$ cat config.mk
export PLATFORM = sky130hd
export DESIGN_NAME = merge7_leaf_arbiter
export DESIGN_NICKNAME = d
export VERILOG_FILES = /design/src/rtl/merge7_leaf_arbiter.sv
export SDC_FILE = /design/constraint.sdc
export NUM_CORES = 1
export LEC_CHECK = 0
export ABC_AREA = 1
export BUFFER_PORTS_ARGS = -buffer_cell sky130_fd_sc_hd__clkbuf_2
export CAP_MARGIN = 30
export CORE_ASPECT_RATIO = 1.4
export CORE_MARGIN = 2
export CORE_UTILIZATION = 30
export DETAILED_ROUTE_END_ITERATION = 7
export PLACE_DENSITY_LB_ADDON = 0.05
export SETUP_SLACK_MARGIN = 0.15
export SLEW_MARGIN = 10
export SYNTH_ARGS = -nofsm -noshare
export SYNTH_HDL_FRONTEND = slang
export SYNTH_SLANG_ARGS = --single-unit
$ cat constraint.sdc
create_clock -name clk -period 1.9 [get_ports clk]
set_input_delay 0.19 -clock clk [delete_from_list [all_inputs] [get_ports clk]]
set_output_delay 0.19 -clock clk [all_outputs]
set_load 0.02 [all_outputs]
$ cat src/rtl/merge7_leaf_arbiter.sv
// Clocked 2:1 packet merge behind the decoder7 leaf: two small input FIFOs,
// round-robin packet-atomic arbitration, registered output and tail counter.
//
// state  | meaning
// IDLE   | no packet open; next grant picks by round-robin among non-empty FIFOs
// LOCKED | packet from lock_sel in progress; only that FIFO may load the output
module merge7_leaf_arbiter #(
  parameter int W     = 9,
  parameter int DEPTH = 2,
  parameter int CNTW  = 16
) (
  input  logic            clk,
  input  logic            rst_n,
  input  logic [W-1:0]    in0_data,
  input  logic            in0_valid,
  output logic            in0_ready,
  input  logic [W-1:0]    in1_data,
  input  logic            in1_valid,
  output logic            in1_ready,
  output logic [W-1:0]    out_data,
  output logic            out_src,
  output logic            out_valid,
  input  logic            out_ready,
  output logic [CNTW-1:0] pkt_cnt
);

  localparam int AW = $clog2(DEPTH);

  localparam logic [0:0] IDLE   = 1'b0;
  localparam logic [0:0] LOCKED = 1'b1;

  logic [W-1:0] in_data [2];
  logic [W-1:0] head    [2];
  logic [1:0]   in_valid;
  logic [1:0]   in_rdy;
  logic [1:0]   nonempty;
  logic [1:0]   pop;

  logic [0:0]   state_q;
  logic         lock_sel_q;
  logic         rr_ptr_q;
  logic         grant;
  logic         sel;
  logic         load;
  logic [W-1:0] sel_flit;

  assign in_data[0] = in0_data;
  assign in_data[1] = in1_data;
  assign in_valid   = {in1_valid, in0_valid};
  assign in0_ready  = in_rdy[0];
  assign in1_ready  = in_rdy[1];

  for (genvar g = 0; g < 2; g++) begin : g_fifo
    logic [W-1:0] mem [DEPTH];
    logic [AW:0]  wr_ptr;
    logic [AW:0]  rd_ptr;
    logic [AW:0]  wr_nxt;
    logic [AW:0]  rd_nxt;
    logic         push;
    logic         rdy_q;

    assign push         = in_valid[g] & rdy_q;
    assign wr_nxt       = wr_ptr + (AW+1)'(push);
    assign rd_nxt       = rd_ptr + (AW+1)'(pop[g]);
    assign nonempty[g]  = (wr_ptr != rd_ptr);
    assign head[g]      = mem[rd_ptr[AW-1:0]];
    assign in_rdy[g]    = rdy_q;

    // Ready is registered from the post-edge pointers, so a same-cycle
    // push and pop are both reflected.
    always_ff @(posedge clk or negedge rst_n) begin
      if (!rst_n) begin
        wr_ptr <= '0;
        rd_ptr <= '0;
        rdy_q  <= 1'b0;
      end else begin
        wr_ptr <= wr_nxt;
        rd_ptr <= rd_nxt;
        rdy_q  <= !((wr_nxt[AW] != rd_nxt[AW]) &&
                    (wr_nxt[AW-1:0] == rd_nxt[AW-1:0]));
      end
    end

    always_ff @(posedge clk) begin
      if (push) begin
        mem[wr_ptr[AW-1:0]] <= in_data[g];
      end
    end
  end

  always_comb begin
    grant = 1'b0;
    sel   = 1'b0;
    if (state_q == LOCKED) begin
      sel   = lock_sel_q;
      grant = nonempty[lock_sel_q];
    end else if (&nonempty) begin
      sel   = rr_ptr_q;
      grant = 1'b1;
    end else if (|nonempty) begin
      sel   = nonempty[1];
      grant = 1'b1;
    end
  end

  assign load     = grant & (!out_valid | out_ready);
  assign pop      = {load & sel, load & ~sel};
  assign sel_flit = head[sel];

  always_ff @(posedge clk or negedge rst_n) begin
    if (!rst_n) begin
      state_q    <= IDLE;
      lock_sel_q <= 1'b0;
      rr_ptr_q   <= 1'b0;
      out_valid  <= 1'b0;
      out_data   <= '0;
      out_src    <= 1'b0;
    end else begin
      if (load) begin
        out_valid <= 1'b1;
        out_data  <= sel_flit;
        out_src   <= sel;
        if (sel_flit[W-1]) begin
          state_q  <= IDLE;
          rr_ptr_q <= ~sel;
        end else begin
          state_q    <= LOCKED;
          lock_sel_q <= sel;
        end
      end else if (out_ready) begin
        out_valid <= 1'b0;
      end
    end
  end

  always_ff @(posedge clk or negedge rst_n) begin
    if (!rst_n) begin
      pkt_cnt <= '0;
    end else if (out_valid && out_ready && out_data[W-1]) begin
      pkt_cnt <= pkt_cnt + CNTW'(1);
    end
  end

endmodule

==> reports/results.ini, run 1 <==
[status]
status=completed

[finish]
drive_gt1_frac=0.364
final_nets=393
n_antenna_cell=0
utilization=0.393
synthToLayoutAreaGrowth_pct=27.4
finalNonFillerCells=509

[die]
die_area_um2=12000
core_um2=10900
num_rows=45
start_util=0.308
die_y_um=129
fp.dieW_um=93.3
io_pins=52

[timing]
period_needed_ns=1.66
min_period_over_period=0.872
final.setup.tns_ns=0
setup_ws_ns=0.243
timing.fmax_mhz=603
skew_ns=0.00616
tightest_slew_ns=0.528
slew_violations=0
setup_viol=0
relSlewSlack=0.648
rsz0062_at_grt=yes
hold_viol=0

[grt]
antenna_found_initial=0
grt_max_degree=41
gr-usage-all-layers=0.123
grt_pass1_vias=2152
grt_pass1_wl_mm=10.9
grt.overflow.total=0

[logic_synthesis]
ys_seq_area_frac=0.622
synth-seq-cells=76
yosys_warnings=0
syn-mean-instance-area_um2=11.6
syn_nets=318
synth_cell_types=26
syn_area_um2=3350
synthCells=288

[critical_path]
worst-path-buf-inv=0
worstPathMaxFanout=5
worstSetupPathType=register to register
slowest_stage=dfrtp_1
start_kind=register
max_stage_delay_ns=0.40
critPathMostFrequentCell=nand2_1
critPathRequiredTime_ns=2.11
path_delay_family=XOR/XNOR gates
path_cells=xnor2_1 -> nand2_1 -> nand2_1 -> nand2_2 -> nand2_4 -> a21oi_4 -> ha_4 -> xor2_2 -> xor2_1 -> nand2_1
critPathCaptureType=register
worstPathArrival_ns=1.87

[clocking]
cts_max_level=3
cts-root-buf=clkbuf_16
clk_pin_slew_ns=0.06
cts_tree=built
clkSinkCount=76
cts_made_buffers=9
clkLatencyLatePin_ns=0.33
cts_buffer_depth=2

[placement]
dpl.cell_count=484
place_hpwl_mm=4.87
gp_congestion=0.696
dp_slack_ns=0.0940
portBuffers=51

[pwr]
powerDensity_nw_per_um2=1810
power_mw=7.73
power_leakage_nw=1.99
max-vdd-ir-drop_uv=648

[detailed_routing]
drtAntennaViolNets=0
drt-total-wl_mm=6.70
drt_iter0_drc=48
vias=2098
wl_per_cell_um=13.2
dr.pass1.iters=4
drcViolationCount=0
vias_per_cell=4.12

[flow_run]
cap_violations=0

[min_path]
hold_path.class=primary input to register

[layout by cell type, fill, tap and decap left out, drive strengths merged, types with 4 or more instances in the layout]
cell | netlist | final
dfrtp | 40 | 40
edfxtp | 36 | 36
inv | 28 | 28
xor2 | 17 | 17
ha | 7 | 7
clkbuf | 1 | 62
nor2 | 12 | 12
buf | 5 | 18
o21ai | 4 | 4
xnor2 | 5 | 5
nand3 | 26 | 26
nand2 | 93 | 93
mux2 | 9 | 9
[registers in the layout (all words and copies together) (netlist names), 4 cells and up]
register	count
g_fifo.mem	36
pkt_cnt	16
out_data	9
g_fifo.rd_ptr	4
g_fifo.wr_ptr	4
[cells in the mapped netlist]
cell type | instances | area share
a21oi_2 | 1 | 0.0026
nand3_4 | 1 | 0.0052
buf_6 | 2 | 0.0067
nor2_1 | 6 | 0.0067
clkbuf_8 | 1 | 0.0041
o21ai_4 | 1 | 0.0049
inv_2 | 2 | 0.0022
mux2_2 | 9 | 0.030
xnor2_1 | 5 | 0.013
o21ai_1 | 3 | 0.0045
nand3_1 | 22 | 0.033
nand2_4 | 3 | 0.010
a21oi_1 | 1 | 0.0015
buf_8 | 1 | 0.0045
inv_1 | 26 | 0.029
ha_1 | 7 | 0.026
nand2_1 | 76 | 0.085
dfrtp_1 | 40 | 0.30
nand3b_1 | 2 | 0.0045
buf_2 | 2 | 0.0030
nor3_1 | 1 | 0.0015
xor2_1 | 17 | 0.044
nand3_2 | 3 | 0.0090
nor2_4 | 6 | 0.020
edfxtp_1 | 36 | 0.32
nand2_2 | 14 | 0.026
[worst reg2reg max path: stages (launching register included)]
cell,delay (ns)
dfrtp_1,0.40
xnor2_1,0.14
nand2_1,0.09
nand2_1,0.07
nand2_2,0.08
nand2_4,0.08
a21oi_4,0.14
ha_4,0.15
xor2_2,0.17
xor2_1,0.16
nand2_1,0.06
[what timing repair did]
item                                   in CTS  in global routing
endpoints found under the hold margin      40                  0
hold buffers                                1                  0
setup buffers                               4                  4
gates resized for setup                     3                  8
setup endpoints to repair                   1                  3
pin swaps                                   5                  6
[final timing paths]
| kind | start | to | slack (ns) | cells past startpoint |
|---|---|---|---|---|
| max in group asynchronous | rst_n | g_fifo[0].rd_ptr[1]$_DFF_PN0_ | 1.05 | 3 |
| max reg2reg | g_fifo[0].wr_ptr[0]$_DFF_PN0_ | in1_ready$_DFF_PN0_ | 0.24 | 10 |
| min in group asynchronous | rst_n | pkt_cnt[15]$_DFFE_PN0P_ | 0.46 | 3 |
| max | g_fifo[0].wr_ptr[0]$_DFF_PN0_ | in1_ready$_DFF_PN0_ | 0.24 | 10 |
| min reg2reg | rr_ptr_q$_DFFE_PN0P_ | rr_ptr_q$_DFFE_PN0P_ | 0.48 | 2 |
| min | in1_data[1] | g_fifo[1].mem[1][1]$_DFFE_PP_ | 0.05 | 1 |
[metal layers]
metal | vias up | global-route usage | wire length [um]
met5 | - | 0 | 0
met4 | 0 | 0.0597 | 125
met3 | 9 | 0.0297 | 269
met2 | 41 | 0.204 | 3390
met1 | 975 | 0.149 | 2920
li1 | 1073 | - | -
[final cells by class]
cell class | count | area [um2]
clock inverters | 5 | 73.8
flip-flops and latches | 76 | 2080
inverters | 28 | 108
multi-input cells | 178 | 1170
well taps | 141 | 176
repair buffers | 70 | 400
clock buffers | 11 | 253
fillers | 1076 | 6600
[kinds of logic after synthesis]
logic type | after synthesis | synth area share
AOI/OAI and AO/OA | 6 | 0.0134
adders and majority gates | 7 | 0.0261
DFF | 76 | 0.622
buffers and inverters | 34 | 0.0497
muxes | 9 | 0.0303
xor gates and xnor gates | 22 | 0.0575
and+or+nand+nor | 134 | 0.201
[stage by stage]
step                      hold slack, ns  instance area (um2)
final                             0.0510                 4270
after global routing              0.0381                 4270
after CTS                         0.0356                 4200
after detailed placement           0.295                 3820
after global placement             0.314                 3820
after floorplan                   -0.106                 3380
[where the power goes]
group | internal [mW] | switching (mW)
clock network | 1.21 | 0.638
registers | 2.28 | 0.298
logic | 1.33 | 1.97
No activity file was read; power rests on OpenSTA's default activity.
==> run 2: changes to the inputs <==
==> constraint.sdc (replaced) <==
create_clock -name clk -period 1.9 [get_ports clk]
set_input_delay 0.19 -clock clk [delete_from_list [all_inputs] [get_ports clk]]
set_output_delay 0.19 -clock clk [all_outputs]
set_load 0.05 [all_outputs]
==> reports/results.ini, run 2 (synthesis gave the netlist of run 1 again) <==
[critical_path]
critPathRequiredTime_ns=2.12
worstPathArrival_ns=1.89
worstPathMaxFanout=4
slowest_stage=dfrtp_1
critPathMostFrequentCell=nand2_2
rrSetupSlack_ns=0.24
critPathCaptureType=register
timing.rr.end=in1_ready$_DFF_PN0_
path_cells=inv_2 -> nand2_2 -> nand2_2 -> nand2_2 -> o21ai_2 -> nand2_2 -> nand2_4 -> a21oi_2 -> ha_2 -> xor2_2 -> xor2_1 -> nand2_1
timing.rr.start=g_fifo[1].rd_ptr[0]$_DFF_PN0_
worstSetupPathType=register to register
start_kind=register
max_stage_delay_ns=0.40
reg2reg_depth=12

[grt]
grt_pass1_wl_mm=11.1
grt_pass1_vias=2186
grt_max_degree=41
antenna_found_initial=0
grt.overflow.total=0
gr-usage-all-layers=0.125

[timing]
final.setup.tns_ns=0
tightest_slew_ns=0.540
setup_ws_ns=0.235
timing.fmax_mhz=601
rsz0062_at_grt=yes
period_needed_ns=1.66
min_period_over_period=0.876
setup_viol=0
hold_viol=0
skew_ns=0.00964
slew_violations=0
relSlewSlack=0.640

[finish]
utilization=0.389
synthToLayoutAreaGrowth_pct=26.1
largest_reg_flops=36
final_cell_mix=74 x nand2_1, 51 x clkbuf_2, 39 x dfrtp_1
n_antenna_cell=0
final_nets=397
drive_gt1_frac=0.368
final_common_cell=nand2_1
final_area_um2=4230
fill_cells=1081

[placement]
dpl-instance-area_um2=3820
dp_slack_ns=0.122
portBuffers=51
gp_congestion=0.788
place_hpwl_mm=4.91

[clocking]
cts_tree=built
clkSinkCount=76
cts-root-buf=clkbuf_16
clk_pin_slew_ns=0.06
cts_buffer_depth=2
clkLatencyLatePin_ns=0.34
cts_max_level=3
cts_made_buffers=9

[detailed_routing]
wl_per_cell_um=13.2
vias=2134
drtAntennaViolNets=0
drt-total-wl_mm=6.79
vias_per_cell=4.16
dr.pass1.iters=4
drcViolationCount=0
drt_iter0_drc=101

[min_path]
min_to=g_fifo[1].mem[0][1]$_DFFE_PP_
hold_path.class=primary input to register
hold_start=in1_data[1]
hold_depth=1

[pwr]
power_leakage_nw=1.98
power_mw=7.96
powerDensity_nw_per_um2=1880
max-vdd-ir-drop_uv=810

[die]
die_y_um=129
start_util=0.308
io_pins=52
die_area_um2=12000
core_um2=10900
num_rows=45
fp.dieW_um=93.3

[flow_run]
cap_violations=0

[status]
status=completed

## run 2: routing by layer
metal	GRT usage	share of wire	up-vias
li1	-	-	1085
met1	0.148	0.42	1000
met2	0.209	0.52	42
met3	0.0424	0.046	7
met4	0.0519	0.019	0
met5	0	0	-
## run 2: worst max-delay path by stage
| stage | start | end | slack [ns] | cells past startpoint |
|---|---|---|---|---|
| 3_3_place_gp | g_fifo[1].wr_ptr[0]$_DFF_PN0_ | in1_ready$_DFF_PN0_ | 0.14 | 12 |
| 6_report | g_fifo[1].rd_ptr[0]$_DFF_PN0_ | in1_ready$_DFF_PN0_ | 0.24 | 12 |
| 4_1_cts | g_fifo[0].rd_ptr[1]$_DFF_PN0_ | in1_ready$_DFF_PN0_ | 0.15 | 12 |
| 2_1_floorplan | g_fifo[1].rd_ptr[0]$_DFF_PN0_ | in1_ready$_DFF_PN0_ | 0.13 | 13 |
| 5_1_grt | g_fifo[1].rd_ptr[0]$_DFF_PN0_ | in1_ready$_DFF_PN0_ | 0.10 | 10 |
| 3_5_place_dp | g_fifo[1].wr_ptr[0]$_DFF_PN0_ | in1_ready$_DFF_PN0_ | 0.12 | 12 |
## run 2: cell type report
class	instances	area [um2]	share of cell area
Clock buffer	14	274	0.0649
Clock inverter	2	10.0	0.00237
Inverter	28	108	0.0255
Multi-Input combinational cell	178	1140	0.271
Sequential cell	76	2080	0.493
Tap cell	141	176	0.0418
Timing Repair Buffer	74	430	0.102
## run 2: repair_timing
action	4_1_cts	5_1_grt
endpoints found under the hold margin	40	0
endpoints found under the setup margin	1	9
hold buffers	1	0
setup buffers	2	10
resized for setup	1	6
pin swaps	0	11
## run 2: worst max-delay path: cells and delay by family (launching register included)
family	cells	cell delay, ns
xor gates and xnor gates	2	0.32
and+or+nand+nor	6	0.38
AOI/OAI and AO/OA	2	0.18
buffers and inverters	1	0.06
adders and majority gates	1	0.20
DFF	1	0.40
## run 2: stage by stage
| step | hold slack (ns) | cells |
|---|---|---|
| floorplan | -0.106 | 288 |
| CTS | 0.0293 | 503 |
| global route | 0.0331 | 513 |
| global placement | 0.311 | 484 |
| finish | 0.0412 | 513 |
| detailed placement | 0.305 | 484 |
## run 2: where the power goes
group          switching (mW)  leakage, nW  internal, mW
logic                    2.42         1.02          1.33
registers               0.298        0.823          2.28
clock network           0.637        0.143         0.988
